$ cat src/rtl/packed_word_pkg.sv
// Shared types for the packed-word path: field widths, packed word layout and serializer states.
package packed_word_pkg;
  localparam int LO_W_DEF = 8;
  localparam int HI_W_DEF = 4;

  typedef struct packed {
    logic [HI_W_DEF-1:0] hi;
    logic [LO_W_DEF-1:0] lo;
  } packed_word_t;

  typedef enum logic [1:0] {IDLE, SEND_LO, SEND_HI} state_t;
endpackage

$ cat src/rtl/sync_fifo.sv
// Single-clock FIFO. Pointers carry an extra wrap bit so full/empty decode without a count.
module sync_fifo #(
  parameter int W     = 12,
  parameter int DEPTH = 2
) (
  input  logic         clk,
  input  logic         rst,
  input  logic         push,
  input  logic [W-1:0] wr_data,
  input  logic         pop,
  output logic [W-1:0] rd_data,
  output logic         full,
  output logic         empty
);
  localparam int AW = $clog2(DEPTH);

  logic [W-1:0]  mem [DEPTH];
  logic [AW:0]   wr_ptr, rd_ptr;

  assign empty   = (wr_ptr == rd_ptr);
  assign full    = (wr_ptr[AW] != rd_ptr[AW]) && (wr_ptr[AW-1:0] == rd_ptr[AW-1:0]);
  assign rd_data = mem[rd_ptr[AW-1:0]];

  always_ff @(posedge clk or posedge rst) begin
    if (rst) begin
      wr_ptr <= '0;
      rd_ptr <= '0;
      for (int i = 0; i < DEPTH; i++) mem[i] <= '0;
    end else begin
      if (push && !full) begin
        mem[wr_ptr[AW-1:0]] <= wr_data;
        wr_ptr              <= wr_ptr + 1'b1;
      end
      if (pop && !empty) rd_ptr <= rd_ptr + 1'b1;
    end
  end
endmodule

$ cat src/rtl/packed_word_serializer.sv
// Buffers packed {hi, lo} words and re-emits each as a lo beat then a zero-extended hi beat.
module packed_word_serializer
  import packed_word_pkg::*;
#(
  parameter int LO_W  = LO_W_DEF,
  parameter int HI_W  = HI_W_DEF,
  parameter int DEPTH = 2,
  parameter int CNT_W = 16
) (
  input  logic                 clk,
  input  logic                 rst,
  input  logic                 in_valid,
  output logic                 in_ready,
  input  logic [LO_W+HI_W-1:0] in_word,
  output logic                 out_valid,
  input  logic                 out_ready,
  output logic [LO_W-1:0]      out_data,
  output logic                 out_field,
  output logic                 out_last,
  output logic [CNT_W-1:0]     word_count
);
  localparam int W = LO_W + HI_W;

  state_t         state, state_nxt;
  logic [W-1:0]   hold, fifo_data;
  logic           pop, cnt_inc, full, empty;

  // in_ready looks only at full so the input handshake never waits on the FSM's pop.
  assign in_ready = !full;

  sync_fifo #(.W(W), .DEPTH(DEPTH)) u_fifo (
    .clk     (clk),
    .rst     (rst),
    .push    (in_valid),
    .wr_data (in_word),
    .pop     (pop),
    .rd_data (fifo_data),
    .full    (full),
    .empty   (empty)
  );

  always_ff @(posedge clk or posedge rst) begin
    if (rst) begin
      state      <= IDLE;
      hold       <= '0;
      word_count <= '0;
    end else begin
      state <= state_nxt;
      if (pop)     hold       <= fifo_data;
      if (cnt_inc) word_count <= word_count + 1'b1;
    end
  end

  always_comb begin
    state_nxt = state;
    pop       = 1'b0;
    cnt_inc   = 1'b0;
    case (state)
      IDLE: if (!empty) begin
        pop       = 1'b1;
        state_nxt = SEND_LO;
      end
      SEND_LO: if (out_ready) state_nxt = SEND_HI;
      SEND_HI: if (out_ready) begin
        cnt_inc = 1'b1;
        // Chain straight into the next word so sustained rate stays at 2 beats per word.
        if (!empty) begin
          pop       = 1'b1;
          state_nxt = SEND_LO;
        end else begin
          state_nxt = IDLE;
        end
      end
      default: state_nxt = IDLE;
    endcase
  end

  // Outputs decode only from state and hold, so they are stable under backpressure.
  always_comb begin
    out_valid = (state != IDLE);
    out_field = (state == SEND_HI);
    out_last  = (state == SEND_HI);
    out_data  = '0;
    case (state)
      SEND_LO: out_data = hold[LO_W-1:0];
      SEND_HI: out_data = LO_W'(hold[W-1:LO_W]);
      default: out_data = '0;
    endcase
  end
endmodule

$ cat config.mk
export PLATFORM = sky130hd
export DESIGN_NAME = packed_word_serializer
export DESIGN_NICKNAME = d
export VERILOG_FILES = /design/src/rtl/packed_word_pkg.sv /design/src/rtl/sync_fifo.sv /design/src/rtl/packed_word_serializer.sv
export SDC_FILE = /design/constraint.sdc
export NUM_CORES = 1
export LEC_CHECK = 0
export CORE_ASPECT_RATIO = 0.9
export CORE_MARGIN = 3
export CORE_UTILIZATION = 59
export CTS_BUF_LIST = sky130_fd_sc_hd__clkbuf_2
export DETAILED_ROUTE_END_ITERATION = 10
export PLACE_DENSITY = 0.87
export SLEW_MARGIN = 20
export SYNTH_ARGS = -nofsm -noshare
export SYNTH_HDL_FRONTEND = slang
export SYNTH_SLANG_ARGS = --single-unit
$ cat constraint.sdc
create_clock -name clk -period 3.54 [get_ports clk]
set_input_delay 0.531 -clock clk [delete_from_list [all_inputs] [get_ports clk]]
set_output_delay 0.531 -clock clk [all_outputs]
set_load 0.005 [all_outputs]
* Word level (Yosys, flattened, before mapping)
Cells that the tools add are included.
** Cells by class
- Add/sub/neg operators :: 3
- Order comparisons :: 3
- Equal/unequal tests :: 8
- Muxes and demuxes :: 17
- Bitwise logic cells :: 2
- Reduce and logical (&&, ||, !) cells :: 9
** Operators with widths (number)
- 12-bit 2-to-1 mux :: 4
- 24-bit bitwise mux :: 1
- 16-bit by 1-bit adder with 16-bit output (second input constant) :: 1
- 8-bit one-hot mux with 2 select lines :: 1
- 12-bit demux with 1-bit select :: 1
- 2-bit 2-to-1 mux :: 3
- 2-bit inequality test (second input constant) :: 3
- 2-bit one-hot mux with 3 select lines :: 1
- 1-bit 2-to-1 mux :: 5
- 2-bit by 1-bit adder with 2-bit output (second input constant) :: 2
- 2-bit greater-or-equal comparator (second input constant) :: 2
- 1-bit logical AND :: 4
- 1-bit NOT with 2-bit output :: 2
- 3-bit AND reduction :: 1
- 2-bit by 1-bit equality test with 1-bit output (second input constant) :: 1
- 2-bit equality test :: 1
- 2-bit equality test (second input constant) :: 1
- 1-bit logical NOT :: 2
- 2-bit logical NOT :: 1
- 2-bit by 1-bit less-than comparator with 1-bit output (second input constant) :: 1
- 1-bit one-hot mux with 2 select lines :: 1
- 2-bit nonzero test :: 1
- 1-bit equality test :: 1
- 1-bit inequality test :: 1
** Word-level totals
- Register bits after elaboration :: 58
- Input port bits :: 16
- Output and inout port bits :: 28
- Word-level logic and storage cells :: 49

* Depth between registers and ports, before layout
Gate-level depths: netlist (run 1).
- Depth in word-level cells :: 6
- Gate-level depth with buffers :: 8
- Gate-level depth less buffers :: 6

* Modules after synthesis
From an unflattened synthesis (run 1), not the netlist that was laid out.
** Unflattened totals
- Cell total of the unflattened synthesis :: 211
- Area total of the unflattened synthesis :: 2788.9 um^2
** Modules (own cells, without submodules)
- packed_word_serializer :: times used 1, cells each 121, area each 1426.4 um^2, seq. area each 750.7 um^2
- sync_fifo :: times used 1, cells each 90, area each 1362.6 um^2, seq. area each 700.7 um^2

* Least setup slack after synthesis (run 1)
OpenSTA, ideal clock, no wires.
- Path type :: reg-to-reg
- From :: register state[0]
- To :: register word_count[15]
- Library setup time :: 123 ps
- Data arrival time :: 1669 ps
- Required time :: 3417 ps
- Slack :: 1748 ps
- Cell stages (with the launch flop) :: 8
- Path buffers :: 1
- Clock period less this slack :: 1792 ps
- Cell sequence :: dfrtp_1 inv_1 ha_1 buf_4 nand4_1 nor4_1 nand3_1 xnor2_1
** On the way
- Longest elaborated chain between the ends :: 2
** Ends and longest elaborated chain
- start, declared :: RTL line packed_word_serializer.sv:24 : state_t state, state_nxt;
- start signal, assigned :: RTL line packed_word_serializer.sv:48 : state <= state_nxt;
- 2-bit equality test
- via out_field :: RTL line packed_word_serializer.sv:18 : output logic out_field,
- 1-bit 2-to-1 mux :: RTL line packed_word_serializer.sv:58 : case (state)
- end signal, assigned :: RTL line packed_word_serializer.sv:50 : if (cnt_inc) word_count <= word_count + 1'b1;
- end, declared :: RTL line packed_word_serializer.sv:20 : output logic [CNT_W-1:0] word_count
The timed path passes the listed nets, and every way through them passes these cells.
A chain may end at the register's enable or synchronous reset.

* Worst setup path after layout (run 1)
- From :: register state[0]
- To :: output port out_data[2]
** On the way
- Longest elaborated chain between the ends :: 2
- Elaborated cells between the ends (all ways) :: 3
- Classes of those cells :: eq/ne (2); mux (1)
** Ends and longest elaborated chain
- 2-bit equality test / 2-bit by 1-bit equality test with 1-bit output (equally long branches) :: RTL line packed_word_serializer.sv:84 : case (state)
- 8-bit one-hot mux with 2 select lines * :: RTL line packed_word_serializer.sv:84
- end, declared :: RTL line packed_word_serializer.sv:17 : output logic [LO_W-1:0] out_data,
Mark *: on every way between the ends. The rest lies on a longest branch, timed or not.

==> out/results.ini, run 1 <==
[floorplan]
coreArea_mm2=0.00416
initial_core_util_pct=62.8
fp.dieW_um=76.1
rows=22
die-area_mm2=0.00526
ios=44
chipHeight_um=69.1

[yosys]
synthesis.nets=236
ys.flop_type=dfrtp_1
yosysTopAreaCell=dfrtp_1
async_flop_share_pct=100
netlist_instances=214
synth_edf_count=0
ys_top_cells_by_area=dfrtp_1 (56%), mux2_2 (11%), xnor2_1 (4.7%)
syn-cell-area_mm2=0.00261
syn_avg_cell_area_um2=12.2
synth_top_family_by_area=multiplexers
synth_top_area_share_pct=55.6
yosys_warnings=0
netlist-cell-type-count=28
synthAdderAreaFrac_pct=2.88
synth.mux.area_fraction_pct=15.8
synth-simple-area-share_pct=10.2
yosysSeqAreaShare_pct=55.6
synth_xor_area_share_pct=7.05
ys_seq_elements=58
synth_compound_area_share_pct=5.23

[clock_network]
clock-sinks=58
clockBufferDepth=2
cts_tree=done
cts_buffers=9
clock_latency_ps=450
hold_buffers=0
postCtsSetupRepairBufs=0
path_clk_slew_ps=140
post_cts_resized=0
root_buffer=clkbuf_2
cts_htree_levels=3

[grt]
grt_pass1_vias=1827
antenna_found_initial=0
grt-ovfl-total=0
grt_pass1_wl_um=8350
grt_usage_pct=20.2
grt_max_degree=33

[cells_and_area]
drive_above_1_share_pct=17.7
diodes=0
nNetsFinal=284
syn_to_final_growth_pct=20.5
finalInstanceArea_mm2=0.00314

[routing]
dr_wl_met3_um=254
dr_wl_met2_um=2410
ant_nets=0
highest_layer=met4
route.detailed.drc=0
dr.pass1.iters=4
vias=1716
post_drt_wl_per_cell_um=14.6
drt_iter0_drc=57
wl_met1_um=2020
drt-vias-per-instance=5.28
wl_um=4740

[hold_path]
hold_class=in2async

[setup_path]
arrival_ps=2320
cp_slowest_cell=clkdlybuf4s50_1
worstSetupPathType=reg2out
critPathLaunchType=flip-flop
crit_family=buffers and inverters
end_kind=output pin
cp_max_fo=12
critPathMaxStageDelay_ps=520
worst-path-buf-inv=2
cp_cell_sequence=inv_1 -> ha_1 -> a22oi_1 -> nor2b_1 -> clkdlybuf4s50_1
cp.required_ps=3010

[sta]
hold_viol_final=0
tightest_slew_ps=868
worst_clock_skew_ps=18.7
setup_violations=0
clock.fmax_ghz=0.350
slew_violations=0
fin_setup_tns_ps=0
setup_slack_ps=685
rsz0062_at_grt=no
post-route-period-util_pct=80.7
fin_hold_ws_ps=420
min_period_ps=2860
relSlewSlack_pct=42.2

[power_and_ir_drop]
power_density_mw_per_mm2=847
p_sw_mw=0.962
seq_power_share_pct=43.9
combPwrFrac_pct=44.9
peakVddDrop_mv=0.469
p_int_mw=1.70
netSwitchingFraction_pct=36.1
pwr-share-clk_pct=11.1
power_leakage_nw=1.40

[placement]
hpwlAfterDp_um=3400
place_ws_ps=1190
numPortBuffers=43
gp_congestion=0.794
placed_cell_area_mm2=0.00308

[flow_run]
cap_violations=0

[outcome]
outcome=finished, final reports clean

==> cells in the final DEF, fill, tap and decap left out, types with 3 or more instances in the layout <==
master / netlist / final
a21oi_1: 14 / 14
a22oi_1: 4 / 4
and3_1: 6 / 6
buf_4: 5 / 3
clkbuf_2: 0 / 13
clkdlybuf4s50_1: 0 / 43
dfrtp_1: 58 / 58
ha_1: 6 / 6
inv_1: 6 / 5
mux2_2: 26 / 26
mux2i_1: 12 / 12
nand2_1: 8 / 8
nand3_1: 5 / 5
nand4_1: 6 / 6
nor2_1: 20 / 20
nor2b_1: 5 / 5
xnor2_1: 14 / 14
xor2_1: 7 / 7
==> layer usage <==
metal	GRT usage (%)	vias up
met2	34.7	40
met1	23.0	839
li1	-	830
met3	9.14	7
met4	5.43	0
met5	0	-
==> synthesized netlist by cell type (4+ instances only) <==
| cell | count |
|---|---|
| dfrtp_1 | 58 |
| mux2_2 | 26 |
| nor2_1 | 20 |
| a21oi_1 | 14 |
| xnor2_1 | 14 |
| mux2i_1 | 12 |
| nand2_1 | 8 |
| xor2_1 | 7 |
| and3_1 | 6 |
| ha_1 | 6 |
| inv_1 | 6 |
| nand4_1 | 6 |
| buf_4 | 5 |
| nand3_1 | 5 |
| nor2b_1 | 5 |
| a22oi_1 | 4 |
==> cell type report <==
class,instances,area [um^2]
clock buffers,13,65.1
clock inverters,1,3.75
fillers,287,1010
inverters,6,22.5
multi-input cells,141,1070
flip-flops and latches,58,1450
well taps,60,75.1
repair buffers,46,453
==> worst paths after layout <==
path / start / depth (start not counted) / endpoint / slack (ps)
max: state[0] / 5 / out_data[2] / 680
min: rst / 2 / u_fifo.mem[2] / 420
max reg2reg: state[0] / 7 / hold[2] / 1240
min reg2reg: word_count[15] / 1 / word_count[15] / 480
max in group asynchronous: rst / 3 / u_fifo.mem[5] / 2310
min in group clk: word_count[15] / 1 / word_count[15] / 480
==> sequential cells by signal (all words and copies together), names as in the netlist <==
signal and flops:
hold 12, u_fifo.mem 24, word_count 16, u_fifo.rd_ptr 2, state 2, u_fifo.wr_ptr 2
==> power groups by stage <==
| stage | Clock (mW) | Combinational [mW] | Sequential, mW |
|---|---|---|---|
| 6_report | 0.297 | 1.20 | 1.17 |
| 4_1_cts | 0.310 | 1.22 | 1.17 |
| 2_1_floorplan | 0 | 0.911 | 1.09 |
| 3_5_place_dp | 0 | 1.21 | 1.18 |
| 3_3_place_gp | 0 | 1.16 | 1.17 |
| 5_1_grt | 0.344 | 1.33 | 1.21 |
==> logic make-up (layout without fill, tap and decap cells) <==
family / count (synthesis) / count (layout)
adder cells (fa/ha/maj): 6 / 6
XOR/XNOR: 21 / 21
AO/OA/AOI/OAI: 22 / 22
multiplexers: 38 / 38
flip-flops: 58 / 58
AND/OR/NAND/NOR: 54 / 54
buffers and inverters: 15 / 66
==> worst register-to-register path, delay by kind of cell, from the launching register on <==
| kind | cells | cell delay (ps) |
|---|---|---|
| compound gates | 2 | 600 |
| flops | 1 | 450 |
| fa+ha+maj | 1 | 450 |
| buf+inv | 2 | 430 |
| simple gates | 2 | 290 |
==> per-stage QoR <==
step | total power, mW | cells | utilization [%]
after global placement | 2.33 | 311 | 74.0
final | 2.66 | 325 | 75.6
after floorplan | 2.00 | 214 | -
after global routing | 2.88 | 325 | 75.6
after CTS | 2.70 | 325 | 75.6
after detailed placement | 2.39 | 311 | 74.0
No activity file was read; power rests on OpenSTA's default activity.
==> inputs of run 2 (changes only) <==
--- a/config.mk
+++ b/config.mk
@@ -7,10 +7,10 @@
 export LEC_CHECK = 0
 export CORE_ASPECT_RATIO = 0.9
 export CORE_MARGIN = 3
-export CORE_UTILIZATION = 59
+export CORE_UTILIZATION = 49
 export CTS_BUF_LIST = sky130_fd_sc_hd__clkbuf_2
 export DETAILED_ROUTE_END_ITERATION = 10
-export PLACE_DENSITY = 0.87
+export PLACE_DENSITY = 0.77
 export SLEW_MARGIN = 20
 export SYNTH_ARGS = -nofsm -noshare
 export SYNTH_HDL_FRONTEND = slang
==> constraint.sdc (replaced) <==
create_clock -name clk -period 2.6 [get_ports clk]
set_input_delay 0.39 -clock clk [delete_from_list [all_inputs] [get_ports clk]]
set_output_delay 0.39 -clock clk [all_outputs]
set_load 0.005 [all_outputs]
==> run 2 against run 1 <==
Compared with the run above: clock skew down 7.8 ps; wire length up 6.4%; final cell count up 3.1%; sequential power up 32%; first-iteration DRC count down 8.8%; sequential share of layout area down 1.2 points.
==> out/results.ini, run 2 (synthesis gave the netlist of run 1 again) <==
[placement]
hpwlAfterDp_um=3380  ; was 3400 um
placed_cell_area_mm2=0.00310  ; was 0.00308 mm^2
place_ws_ps=453  ; was 1190 ps
numPortBuffers=43  ; unchanged
gp_congestion=0.752  ; was 0.794
place_inst=317  ; was 311

[power_and_ir_drop]
power.total_mw=3.76  ; was 2.66 mW
peakVddDrop_mv=0.586  ; was 0.469 mV
power_density_mw_per_mm2=1160  ; was 847 mW/mm^2
power_leakage_nw=1.42  ; was 1.40 nW

[setup_path]
arrival_ps=2060  ; was 2320 ps
endpoint=out_data[1]  ; was out_data[2]
critPathLaunchType=flip-flop  ; unchanged
r2r-end=word_count[13]  ; was hold[2]
ff2ff_path_depth=6  ; was 7
r2r_start=state[0]  ; unchanged
critPathMaxStageDelay_ps=510  ; was 520 ps
end_kind=output pin  ; unchanged
regToRegSetupSlack_ps=660  ; was 1240 ps
cp_cell_sequence=inv_2 -> ha_4 -> a22oi_1 -> nor2b_1 -> clkdlybuf4s50_1  ; was inv_1 -> ha_1 -> a22oi_1 -> nor2b_1 -> clkdlybuf4s50_1
worstSetupPathType=reg2out  ; unchanged
cp_max_fo=12  ; unchanged
cp.required_ps=2210  ; was 3010 ps
startpoint=state[0]  ; unchanged
cp_slowest_cell=clkdlybuf4s50_1  ; unchanged

[sta]
fin_setup_tns_ps=0  ; unchanged
min_period_ps=2450
hold_viol_final=0  ; unchanged
clock.fmax_ghz=0.407
setup_slack_ps=146  ; was 685 ps
post-route-period-util_pct=94.4
worst_clock_skew_ps=10.9  ; was 18.7 ps
slew_violations=0  ; unchanged
relSlewSlack_pct=45.7  ; was 42.2%
setup_violations=0  ; unchanged
tightest_slew_ps=814  ; was 868 ps
rsz0062_at_grt=no  ; unchanged

[grt]
antenna_found_initial=0  ; unchanged
grt-ovfl-total=0  ; unchanged
grt_usage_pct=17.5  ; was 20.2%
grt_max_degree=36  ; was 33
grt_pass1_wl_um=8320  ; was 8350 um
grt_pass1_vias=1787  ; was 1827

[cells_and_area]
diodes=0  ; unchanged
largest_reg_flops=24  ; unchanged
reg_top3=u_fifo.mem (24), word_count (16), hold (12)  ; unchanged
finalInstanceArea_mm2=0.00323  ; was 0.00314 mm^2
nNetsFinal=287  ; was 284
fill_cells=394  ; was 287
stdcell_count=335  ; was 325
final_common_cell=dfrtp_1  ; unchanged
final-seq-area_mm2=0.00145  ; about the same
drive_above_1_share_pct=20.4  ; was 17.7%
multi_input_area_mm2=0.00111  ; was 0.00107 mm^2
final_cell_mix=dfrtp_1 (57), clkdlybuf4s50_1 (43), mux2_2 (26), nor2_1 (20)  ; was dfrtp_1 (58), clkdlybuf4s50_1 (43), mux2_2 (26), nor2_1 (20)
top_register=u_fifo.mem  ; unchanged
syn_to_final_growth_pct=23.9  ; was 20.5%

[floorplan]
rows=24  ; was 22
initial_core_util_pct=52.3  ; was 62.8%
die-area_mm2=0.00624  ; was 0.00526 mm^2
ios=44  ; unchanged
coreArea_mm2=0.00498  ; was 0.00416 mm^2
chipHeight_um=75.2  ; was 69.1 um
fp.dieW_um=82.9  ; was 76.1 um

[clock_network]
root_buffer=clkbuf_2  ; unchanged
cts_htree_levels=3  ; unchanged
clockBufferDepth=2  ; unchanged
cts_tree=done  ; unchanged
clock_latency_ps=470  ; was 450 ps
hold_buffers=0  ; unchanged
cts_buffers=9  ; unchanged
path_clk_slew_ps=160  ; was 140 ps
clock-sinks=58  ; unchanged

[hold_path]
hold_class=in2async  ; unchanged

[routing]
post_drt_wl_per_cell_um=15.0  ; was 14.6 um
ant_nets=0  ; unchanged
route.detailed.drc=0  ; unchanged
wl_um=5040  ; was 4740 um
drt-vias-per-instance=5.25  ; was 5.28
vias=1758  ; was 1716
drt_iter0_drc=52  ; was 57
dr.pass1.iters=4  ; unchanged

[outcome]
outcome=finished, final reports clean  ; unchanged

[flow_run]
cap_violations=0  ; unchanged

==> run 2: changes by cell type in the layout (fill, tap and decap cells not counted), sizes merged <==
| cell | previous run | this run |
|---|---|---|
| buf | 3 | 6 |
| clkbuf | 13 | 11 |
| clkinv | 1 | 5 |
==> run 2: area by class of cell <==
class                      count  share of cell area, %
multi-input combinational    141                   34.4
timing repair buffer          49                   15.1
clock inverter                 5                  0.658
sequential                    58                   44.9
inverter                       6                  0.697
clock buffer                  11                   1.70
tap                           65                   2.52
==> run 2: what timing repair did <==
action                     in CTS  in global routing
resized for setup               2                  6
setup endpoints to repair       4                  8
cloned                          0                  0
hold endpoints to repair        0                  0
setup buffers                   0                  2
pin swaps                       0                  1
==> run 2: routing by layer <==
metal  vias up  track usage (%)  wire length (um)
li1        840                -                 -
met1       856             20.5              2200
met2        56             28.6              2450
met3         6             7.66               330
met4         0             7.62                61
met5         -                0                 0
==> run 2: worst min-delay path by stage <==
stage / slack, ps / cells past startpoint / startpoint / endpoint
after detailed placement: 470 / 1 / word_count[15] / word_count[15]
after global routing: 220 / 2 / rst / u_fifo.mem[3]
after global placement: 470 / 1 / word_count[15] / word_count[15]
final: 250 / 2 / rst / hold[11]
after CTS: 210 / 2 / rst / hold[0]
after floorplan: 470 / 1 / word_count[15] / word_count[15]
==> run 2: worst max-delay path: cells and delay by family, from the launching register on <==
family	cells	cell delay, ps
buf+inv	2	630
flops	1	480
fa+ha+maj	1	230
simple gates	1	130
compound gates	1	110
==> run 2: power by group <==
| part | internal (mW) | switching, mW |
|---|---|---|
| Clock | 0.122 | 0.317 |
| Combinational | 0.965 | 0.807 |
| Sequential | 1.29 | 0.255 |
==> run 2: stage by stage <==
step / hold WS (ps) / utilization (%)
floorplan: 468 / -
global placement: 468 / 62.2
detailed placement: 467 / 62.2
CTS: 212 / 63.9
global route: 223 / 64.8
finish: 250 / 64.8
